## config.mk

```make
export PLATFORM = sky130hd
export DESIGN_NAME = geiger_run_sequencer
export DESIGN_NICKNAME = d
export VERILOG_FILES = /design/src/rtl/geiger_run_sequencer.sv
export SDC_FILE = /design/constraint.sdc
export NUM_CORES = 1
export LEC_CHECK = 0
export BUFFER_PORTS_ARGS = -buffer_cell sky130_fd_sc_hd__clkbuf_2
export CORE_MARGIN = 3
export CORE_UTILIZATION = 40
export DETAILED_ROUTE_END_ITERATION = 10
export GPL_TIMING_DRIVEN = 0
export PLACE_DENSITY = 0.7
export SLEW_MARGIN = 20
export SYNTH_ARGS = -nofsm -noshare
export SYNTH_HDL_FRONTEND = slang
export SYNTH_SLANG_ARGS = --single-unit
```

## constraint.sdc

```tcl
create_clock -name sys_clk -period 2.6 [get_ports sys_clk]
set_input_delay 0.39 -clock sys_clk [delete_from_list [all_inputs] [get_ports sys_clk]]
set_output_delay 0.39 -clock sys_clk [all_outputs]
set_load 0.02 [all_outputs]
```

## src/rtl/geiger_run_sequencer.sv

```systemverilog
// Timed counting-run sequencer for two Geiger channels: gates fixed windows, latches
// per-window hit counts, accumulates run totals and drives the LED display word.
module geiger_run_sequencer #(
    parameter int GATE_CYCLES = 50_000_000,
    parameter int NUM_RUNS    = 60,
    parameter int CNT_W       = 8,
    parameter int TOT_W       = 16
) (
    input  logic             sys_clk,
    input  logic             reset,
    input  logic             start,
    input  logic             abort,
    input  logic             hit0,
    input  logic             hit1,
    input  logic [2:0]       sw,
    output logic             gate,
    output logic             busy,
    output logic             done,
    output logic [7:0]       run_idx,
    output logic [CNT_W-1:0] last0,
    output logic [CNT_W-1:0] last1,
    output logic [TOT_W-1:0] total0,
    output logic [TOT_W-1:0] total1,
    output logic [7:0]       LED
);

    localparam int              CYC_W    = (GATE_CYCLES > 1) ? $clog2(GATE_CYCLES) : 1;
    localparam logic [CYC_W-1:0] CYC_LAST = CYC_W'(GATE_CYCLES - 1);
    localparam logic [7:0]      RUNS     = 8'(NUM_RUNS);

    typedef enum logic [1:0] {
        IDLE,
        GATE,
        LATCH,
        DONE
    } state_t;

    state_t           state;
    state_t           next_state;
    logic [CYC_W-1:0] cyc;
    logic [CNT_W-1:0] win0;
    logic [CNT_W-1:0] win1;
    logic [7:0]       run_next;
    logic             seq_start;
    logic             latch_en;
    logic [TOT_W:0]   sum0;
    logic [TOT_W:0]   sum1;
    logic [7:0]       last0_8;
    logic [7:0]       last1_8;
    logic [8:0]       last_sum;
    logic [7:0]       led_next;

    // NOTE: sequential state uses non-blocking assignments so every register
    // samples values from before the edge, independent of statement order.
    always_ff @(posedge sys_clk) begin
        if (reset) state <= IDLE;
        else       state <= next_state;
    end

    // NOTE: every output of this block gets a default first, so no path through
    // the case statement can leave a signal unassigned and infer a latch.
    always_comb begin
        next_state = state;
        seq_start  = 1'b0;
        latch_en   = 1'b0;
        gate       = (state == GATE);
        busy       = (state == GATE) || (state == LATCH);
        done       = (state == DONE);
        run_next   = run_idx + 8'd1;
        if (abort) begin
            next_state = IDLE;
        end else begin
            case (state)
                IDLE, DONE: begin
                    if (start) begin
                        next_state = GATE;
                        seq_start  = 1'b1;
                    end
                end
                GATE: begin
                    if (cyc == CYC_LAST) next_state = LATCH;
                end
                LATCH: begin
                    latch_en   = 1'b1;
                    next_state = (run_next == RUNS) ? DONE : GATE;
                end
                default: next_state = IDLE;
            endcase
        end
    end

    assign sum0 = {1'b0, total0} + (TOT_W+1)'(win0);
    assign sum1 = {1'b0, total1} + (TOT_W+1)'(win1);

    // An abort in GATE leaves the window counters dirty; the next start clears them.
    always_ff @(posedge sys_clk) begin
        if (reset) begin
            cyc     <= '0;
            win0    <= '0;
            win1    <= '0;
            last0   <= '0;
            last1   <= '0;
            total0  <= '0;
            total1  <= '0;
            run_idx <= '0;
        end else if (seq_start) begin
            cyc     <= '0;
            win0    <= '0;
            win1    <= '0;
            total0  <= '0;
            total1  <= '0;
            run_idx <= '0;
        end else if (state == GATE) begin
            cyc <= cyc + 1'b1;
            if (hit0 && (win0 != '1)) win0 <= win0 + 1'b1;
            if (hit1 && (win1 != '1)) win1 <= win1 + 1'b1;
        end else if (latch_en) begin
            last0   <= win0;
            last1   <= win1;
            total0  <= sum0[TOT_W] ? '1 : sum0[TOT_W-1:0];
            total1  <= sum1[TOT_W] ? '1 : sum1[TOT_W-1:0];
            run_idx <= run_next;
            win0    <= '0;
            win1    <= '0;
            cyc     <= '0;
        end
    end

    assign last0_8  = 8'(last0);
    assign last1_8  = 8'(last1);
    assign last_sum = {1'b0, last0_8} + {1'b0, last1_8};

    always_comb begin
        led_next = 8'h00;
        case (sw)
            3'b000: led_next = 8'h00;
            3'b001: led_next = last0_8;
            3'b010: led_next = last1_8;
            3'b011: led_next = last_sum[8:1];
            3'b100: led_next = total0[TOT_W-1 -: 8];
            3'b101: led_next = total1[TOT_W-1 -: 8];
            3'b110: led_next = run_idx;
            3'b111: led_next = {busy, done, gate, 5'b0};
            default: led_next = 8'h00;
        endcase
    end

    always_ff @(posedge sys_clk) begin
        if (reset) LED <= 8'h00;
        else       LED <= led_next;
    end

endmodule

```

==> summary.md, run 1 <==
| Metric | Value |
|---|---|
| Status | complete, no violations |
| Final Slew Violations | 0 |
| Core ar. | around 0.015 mm^2 |
| Gate power share | between 5 and 6% |
| Post-synth top area share | a little over a third |
| Initial drt markers | 400 |
| Reg clk slew, reported paths | 0.07 ns |
| Placer Congestion | about 0.86 |
| HP Start | abort |
| Primary FF master, synth | dfxtp_1 |
| Synth Area in Compound Gates | between 20% and 30% |
| Drc violations | 0 |
| Num CTS Buffers | 9 |
| DP Worst Slack | -0.5032 ns |
| Die Area | about 0.017 mm^2 |
| First-pass GRT wire length | 27200 um |
| Vias per Instance | around 5.8 |
| Most frequent CP cell | buf_2 |
| Root buf cell | clkbuf_16 |
| Clock power frac | between 40% and 50% |
| VDD IR-drop max | 0.3190 mV |
| Largest net degree at the start of global routing | 17 |
| TritonCTS clock tree | yes |
| Rel. slew slack | a little under half |
| Final antenna diode count | 0 |
| CTS sink cnt | ~110 |
| Worst setup path category | flop to flop |
| WL/cell | between 15 and 20 um |
| FF-to-FF Start | state[0] |
| Worst reg-to-reg setup slack | approximately 0.14 ns |
| CP Launch Type | flop |
| Setup Skew | 0.008890 ns |
| Final worst path period need | 2.462 ns |
| Main combinational cell family by area after synthesis | simple AND/OR/NAND/NOR gates |
| HP Class | input pin to flop |
| Hold path cells | 2 |
| Vias in the first global route | approximately 5200 |
| Synthesized area per cell | roughly 8.3 um^2 |
| Number of synthesized flops with an enable pin | 0 |
| Gate Count Post-Synth | approximately 730 |
| Starting density of the core | approximately 41% |
| Final #Nets | 853 |
| Syn_nets | between 700 and 800 |
| Largest cells by area after synthesis | dfxtp_1 (36%), ha_1 (6.4%), a21oi_1 (6.2%) |
| Worst-path fanout max | 10 |
| Total power | around 3.2 mW |
| Hold slack | 0.3557 ns |
| Initial antenna violation count | 0 |
| Area grow syn2layout | 15.14% |
| Ys async rst share | 0% |
| Total wire length | 17010 um |
| Clock Latency Late Sink | 0.36 ns |
| Worst setup margin | around 0.14 ns |
| Leak | 2.785 nW |
| Hold EP | state[1] |
| Via count | about 5800 |
| Adder-cell share of the synthesized area | about 7.4% |
| Synth unique cells | 68 |
| YS warnings | 0 |
| Xor and xnor area share after synthesis | between 3 and 4% |
| Sequential area share after synthesis | a little over a third |
| R2R cell count | 8 |
| Mapped cell area | roughly 0.0060 mm^2 |
| GRT Util Overall | between 20% and 30% |
| CP required | about 2.8 ns |
| Core Rows | 44 |
| Max_cap viols | 0 |
| Clock H-tree levels | 3 |
| Antenna viol nets, final | 0 |
| Fillcell total | about 1400 |
| Pwr per Cell Area | ~450 mW/mm^2 |
| Sw frac | around a quarter |
| Seq cells post-synth | 108 |
| Mux cell area share after synthesis | a little over 4% |
| Die Y | 129.0 um |
| Crit share post-route | about 95% |
| WP data arrival | ~2.7 ns |
| Int Power | roughly 2.4 mW |
| Ratio of cells with drive above 1 in the final layout | between 10% and 20% |
| Slew @ Worst Pin | ~0.8 ns |
| Biggest area consumer among synthesized cells | dfxtp_1 |
| Sequential power share | a little over half |
| Final cell count without fillers | 998 |
| Final TNS setup | 0 ns |
| Gr ovfl total | 0 |
| Placed cells | 983 |
| CP max stage cell | dfxtp_1 |
| Fmax | 406.2 MHz |
| Reg-to-reg endpoint | cyc[15] |
| I/O Buffers | 73 |
| Detailed Routing Iterations Pass 1 | 7 |
| Worst-path cell chain | inv_1, ha_1, clkbuf_1, nand2_1, o21bai_4, buf_2, buf_2, nor2_1 |
| Setup bufs post-CTS | 0 |
| Synth Area in Simple Gates | 24.49% |
| Crit path largest cell delay | 0.39 ns |
| Setup violations, final | 0 |
| DIE WIDTH | ~130 um |
| Final Hold Fails | 0 |
| Psw | roughly 760 uW |
| Detailed Place HPWL | around 13000 um |
| Setup crit end kind | flop |
| I/O pin cnt | 76 |
| Clock Path Buffers | 2 |
timing repair:
item / CTS / global route
hold buffers: 0 / 0
gates resized for setup: 5 / 7
endpoints found under the setup margin: 59 / 51
state kept, by name, indices dropped and copies added (netlist names):
signal and cells:
LED 8, cyc 26, last0 8, last1 8, run_idx 8, state 2
total0 16, total1 16, win0 8, win1 8
per-stage QoR:
| step | cell area, um^2 | util (%) |
|---|---|---|
| finish | 6965 | 47.56 |
| global route | 6965 | 47.56 |
| CTS | 6930 | 47.33 |
| detailed placement | 6645 | 45.38 |
| global placement | 6645 | 45.38 |
| floorplan | 6050 | - |
power by group through the flow:
| stage | registers (mW) | clock network [mW] | logic (mW) |
|---|---|---|---|
| after global placement | 1.70 | 0 | 0.163 |
| final | 1.66 | 1.32 | 0.170 |
| after global routing | 1.66 | 1.40 | 0.186 |
| after CTS | 1.66 | 1.34 | 0.165 |
| after floorplan | 1.71 | 0 | 0.101 |
| after detailed placement | 1.70 | 0 | 0.163 |
synth_stat cells, types with 4 or more instances:
library cell / n
dfxtp_1: 108
nand2_1: 91
nor2_1: 78
a21oi_1: 75
o21ai_0: 35
ha_1: 31
nand3_1: 28
clkbuf_1: 23
and3_1: 17
a31oi_1: 15
xnor2_1: 14
o221a_2: 12
or3_1: 12
xor2_1: 12
mux2_2: 10
mux2i_1: 9
nand4_1: 9
nor3_1: 9
buf_2: 8
o211ai_1: 8
a21o_1: 7
and2_1: 7
inv_1: 7
nand3b_1: 7
nor3b_1: 7
a211oi_1: 6
a221oi_1: 5
nor2b_1: 5
nor4_1: 5
and4_1: 4
or2_2: 4
worst max-delay path by stage:
stage                 endpoint       from  slack, ns
floorplan            total0[0]  total0[0]       0.40
global placement       win0[2]   state[0]      -0.55
detailed placement     win0[2]   state[0]      -0.50
CTS                    win0[1]   state[0]       0.04
global route        total0[12]   state[0]     -0.008
finish                 cyc[15]   state[0]       0.14
worst max-delay path: cells and delay by family, from the launching register on:
kind | cells | cell delay, ns
buf+inv | 4 | 1.11
flops | 1 | 0.39
compound gates | 1 | 0.32
fa+ha+maj | 1 | 0.27
simple gates | 2 | 0.26
cells by family (layout without fill, tap and decap cells):
kind of cell / count (synthesis) / count (layout)
flip-flops: 108 / 108
multiplexers: 21 / 21
AND/OR/NAND/NOR: 300 / 300
AO/OA/AOI/OAI: 196 / 196
XOR/XNOR: 26 / 26
adder cells (fa/ha/maj): 34 / 34
buffers and inverters: 41 / 129
layout make-up:
class | count | area [um^2] | share of cell area (%)
inverter | 7 | 26.28 | 0.3772
sequential | 108 | 2162 | 31.04
clock buffer | 11 | 252.7 | 3.629
clock inverter | 4 | 25.02 | 0.3593
buffer | 34 | 147.6 | 2.120
timing repair buffer | 73 | 365.4 | 5.245
multi-input combinational | 577 | 3756 | 53.92
tap | 184 | 230.2 | 3.305
routing by layer:
layer	vias to the layer above	wire length, um	track usage (%)
li1	2842	-	-
met1	2732	7659	26.84
met2	160	7919	33.05
met3	32	924	4.442
met4	0	506	7.844
met5	-	0	0
layout by cell type, fill, tap and decap left out, types with 6 or more instances in the layout:
cell,instances
dfxtp_1,108
nand2_1,90
nor2_1,78
clkbuf_2,75
a21oi_1,74
o21ai_0,34
ha_1,31
nand3_1,28
clkbuf_1,21
and3_1,17
xnor2_1,14
a31oi_1,13
xor2_1,12
o221a_2,12
or3_1,12
mux2_2,10
nor3_1,9
nand4_1,9
mux2i_1,9
clkbuf_16,9
buf_2,8
o211ai_1,8
inv_1,7
and2_1,7
a21o_1,7
nand3b_1,7
nor3b_1,7
a211oi_1,6
No activity file was read; power rests on OpenSTA's default activity.
==> run 2: changes to the inputs <==
==> constraint.sdc (replaced) <==
create_clock -name sys_clk -period 2.33 [get_ports sys_clk]
set_input_delay 0.3495 -clock sys_clk [delete_from_list [all_inputs] [get_ports sys_clk]]
set_output_delay 0.3495 -clock sys_clk [all_outputs]
set_load 0.02 [all_outputs]
==> run 2 against run 1 <==
Sequential power up 12%. Flip-flop and latch count stayed put. Critical endpoint is now total1[1]. Clock power increased by 11%.
==> summary.md, run 2 (same netlist as run 1, synthesis figures left out) <==
| Metric | Value |
|---|---|
| Status | complete, no violations |
| Detailed Place HPWL | 12630 um |
| Antenna viol nets, final | 0 |
| Area grow syn2layout | 16.88% |
| Setup Skew | between 0.01 and 0.015 ns |
| Leak | roughly 2.8 nW |
| Final TNS setup | 0 ns |
| Final worst path period need | around 2.2 ns |
| Clock H-tree levels | 3 |
| Detailed Routing Iterations Pass 1 | 5 |
| DIE WIDTH | about 130 um |
| Top Registers | cyc: 26 flops, total0: 16 flops, total1: 16 flops |
| CP required | 2.57 ns |
| Total wire length | around 17000 um |
| Final #Nets | between 800 and 900 |
| VDD IR-drop max | 0.3503 mV |
| Rel. slew slack | a little under three fifths |
| First-pass GRT wire length | 27290 um |
| Max_cap viols | 0 |
| Most frequent cells in the layout | dfxtp_1 (106), nand2_1 (90), nor2_1 (78) |
| TritonCTS clock tree | yes |
| Worst-path cell chain | ha_1, fa_1, a21oi_1, o21a_1, nand2_1, a31o_2, o221a_2 |
| Fin util | between 40% and 50% |
| Final antenna diode count | 0 |
| Vias per Instance | about 5.8 |
| I/O pin cnt | 76 |
| Initial antenna violation count | 0 |
| Reg clk slew, reported paths | approximately 0.07 ns |
| Setup crit end kind | flop |
| CP Launch Type | flop |
| Setup violations, final | 0 |
| Drc violations | 0 |
| Biggest register | cyc |
| Max reg flops | 26 |
| Most common cell after layout, fill and taps aside | dfxtp_1 |
| Slew @ Worst Pin | around 0.65 ns |
| HP Class | input pin to flop |
| Clock Latency Late Sink | 0.35 ns |
| Vias in the first global route | around 5200 |
| WP data arrival | ~2.5 ns |
| CP max stage cell | fa_1 |
| Pwr per Cell Area | between 400 and 500 mW/mm^2 |
| Clock Path Buffers | 2 |
| # hold bufs at CTS | 0 |
| WL/cell | 17.25 um |
| Core Rows | 44 |
| Worst setup path category | flop to flop |
| Fmax | 449.7 MHz |
| CTS sink cnt | ~110 |
| Initial drt markers | approximately 420 |
| Starting density of the core | 41.31% |
| Via count | around 5800 |
| Crit path largest cell delay | 0.42 ns |
| Area after DPL | around 0.0066 mm^2 |
| Die Y | 129.0 um |
| Final Hold Fails | 0 |
| I/O Buffers | 73 |
| Largest net degree at the start of global routing | 17 |
| Gr ovfl total | 0 |
| Ratio of cells with drive above 1 in the final layout | between 20% and 30% |
| GRT Util Overall | around a fifth |
| Die Area | around 0.017 mm^2 |
| Core ar. | 0.01464 mm^2 |
| Root buf cell | clkbuf_16 |
| Placer Congestion | 0.8631 |
| Num CTS Buffers | 9 |
| Final Slew Violations | 0 |
| Worst-path fanout max | 8 |
| Finished Cell Area | around 0.0071 mm^2 |
| Crit share post-route | 95.44% |
[run 2: layer usage]
metal | up-vias | track usage, % | part of all wire [%]
met5 | - | 0 | 0
met4 | 0 | 7.536 | 2.7
met1 | 2758 | 27.17 | 45
li1 | 2847 | - | -
met2 | 163 | 33.26 | 47
met3 | 27 | 4.151 | 5.3
[run 2: final cells by class]
class / instances / area, um^2
Sequential cell: 108 / 2165
Fill cell: 1430 / 7574
Clock inverter: 4 / 25.02
Clock buffer: 11 / 252.7
Buffer: 31 / 145.1
Timing Repair Buffer: 78 / 402.9
Tap cell: 184 / 230.2
Inverter: 7 / 26.28
Multi-Input combinational cell: 577 / 3824
[run 2: worst max-delay path, delay by kind of cell, from the launching register on]
kind | cells | cell delay [ns]
flip-flops | 1 | 0.36
AND/OR/NAND/NOR | 1 | 0.07
adder cells (fa/ha/maj) | 2 | 0.64
AO/OA/AOI/OAI | 4 | 1.04
[run 2: power by group]
part	switching, mW	internal (mW)	total [mW]
Clock	0.697	0.775	1.47
Combinational	0.139	0.0571	0.196
Sequential	0.00550	1.85	1.86
[run 2: per-stage QoR]
stage	total power, mW	hold slack (ns)	cells	setup slack [ns]
3_3_place_gp	2.081	0.4550	983	-0.8198
5_1_grt	3.633	0.3285	1000	-0.006966
6_report	3.525	0.3151	1000	0.1062
4_1_cts	3.540	0.3212	997	0.01808
2_1_floorplan	2.016	0.4190	726	0.1272
3_5_place_dp	2.082	0.4667	983	-0.7732
[run 2: final timing paths]
kind,from,slack (ns),depth (start not counted),end
worst max register to register,win1[0],0.11,7,total1[1]
worst max-delay path,win1[0],0.11,7,total1[1]
worst min register to register,cyc[22],0.48,1,cyc[22]
worst min-delay path,abort,0.32,2,state[1]
[run 2: timing repair]
item / in CTS / in global routing
gates cloned: 0 / 0
endpoints found under the setup margin: 84 / 81
pin swaps: 0 / 1
setup buffers: 0 / 5
gates resized for setup: 17 / 18
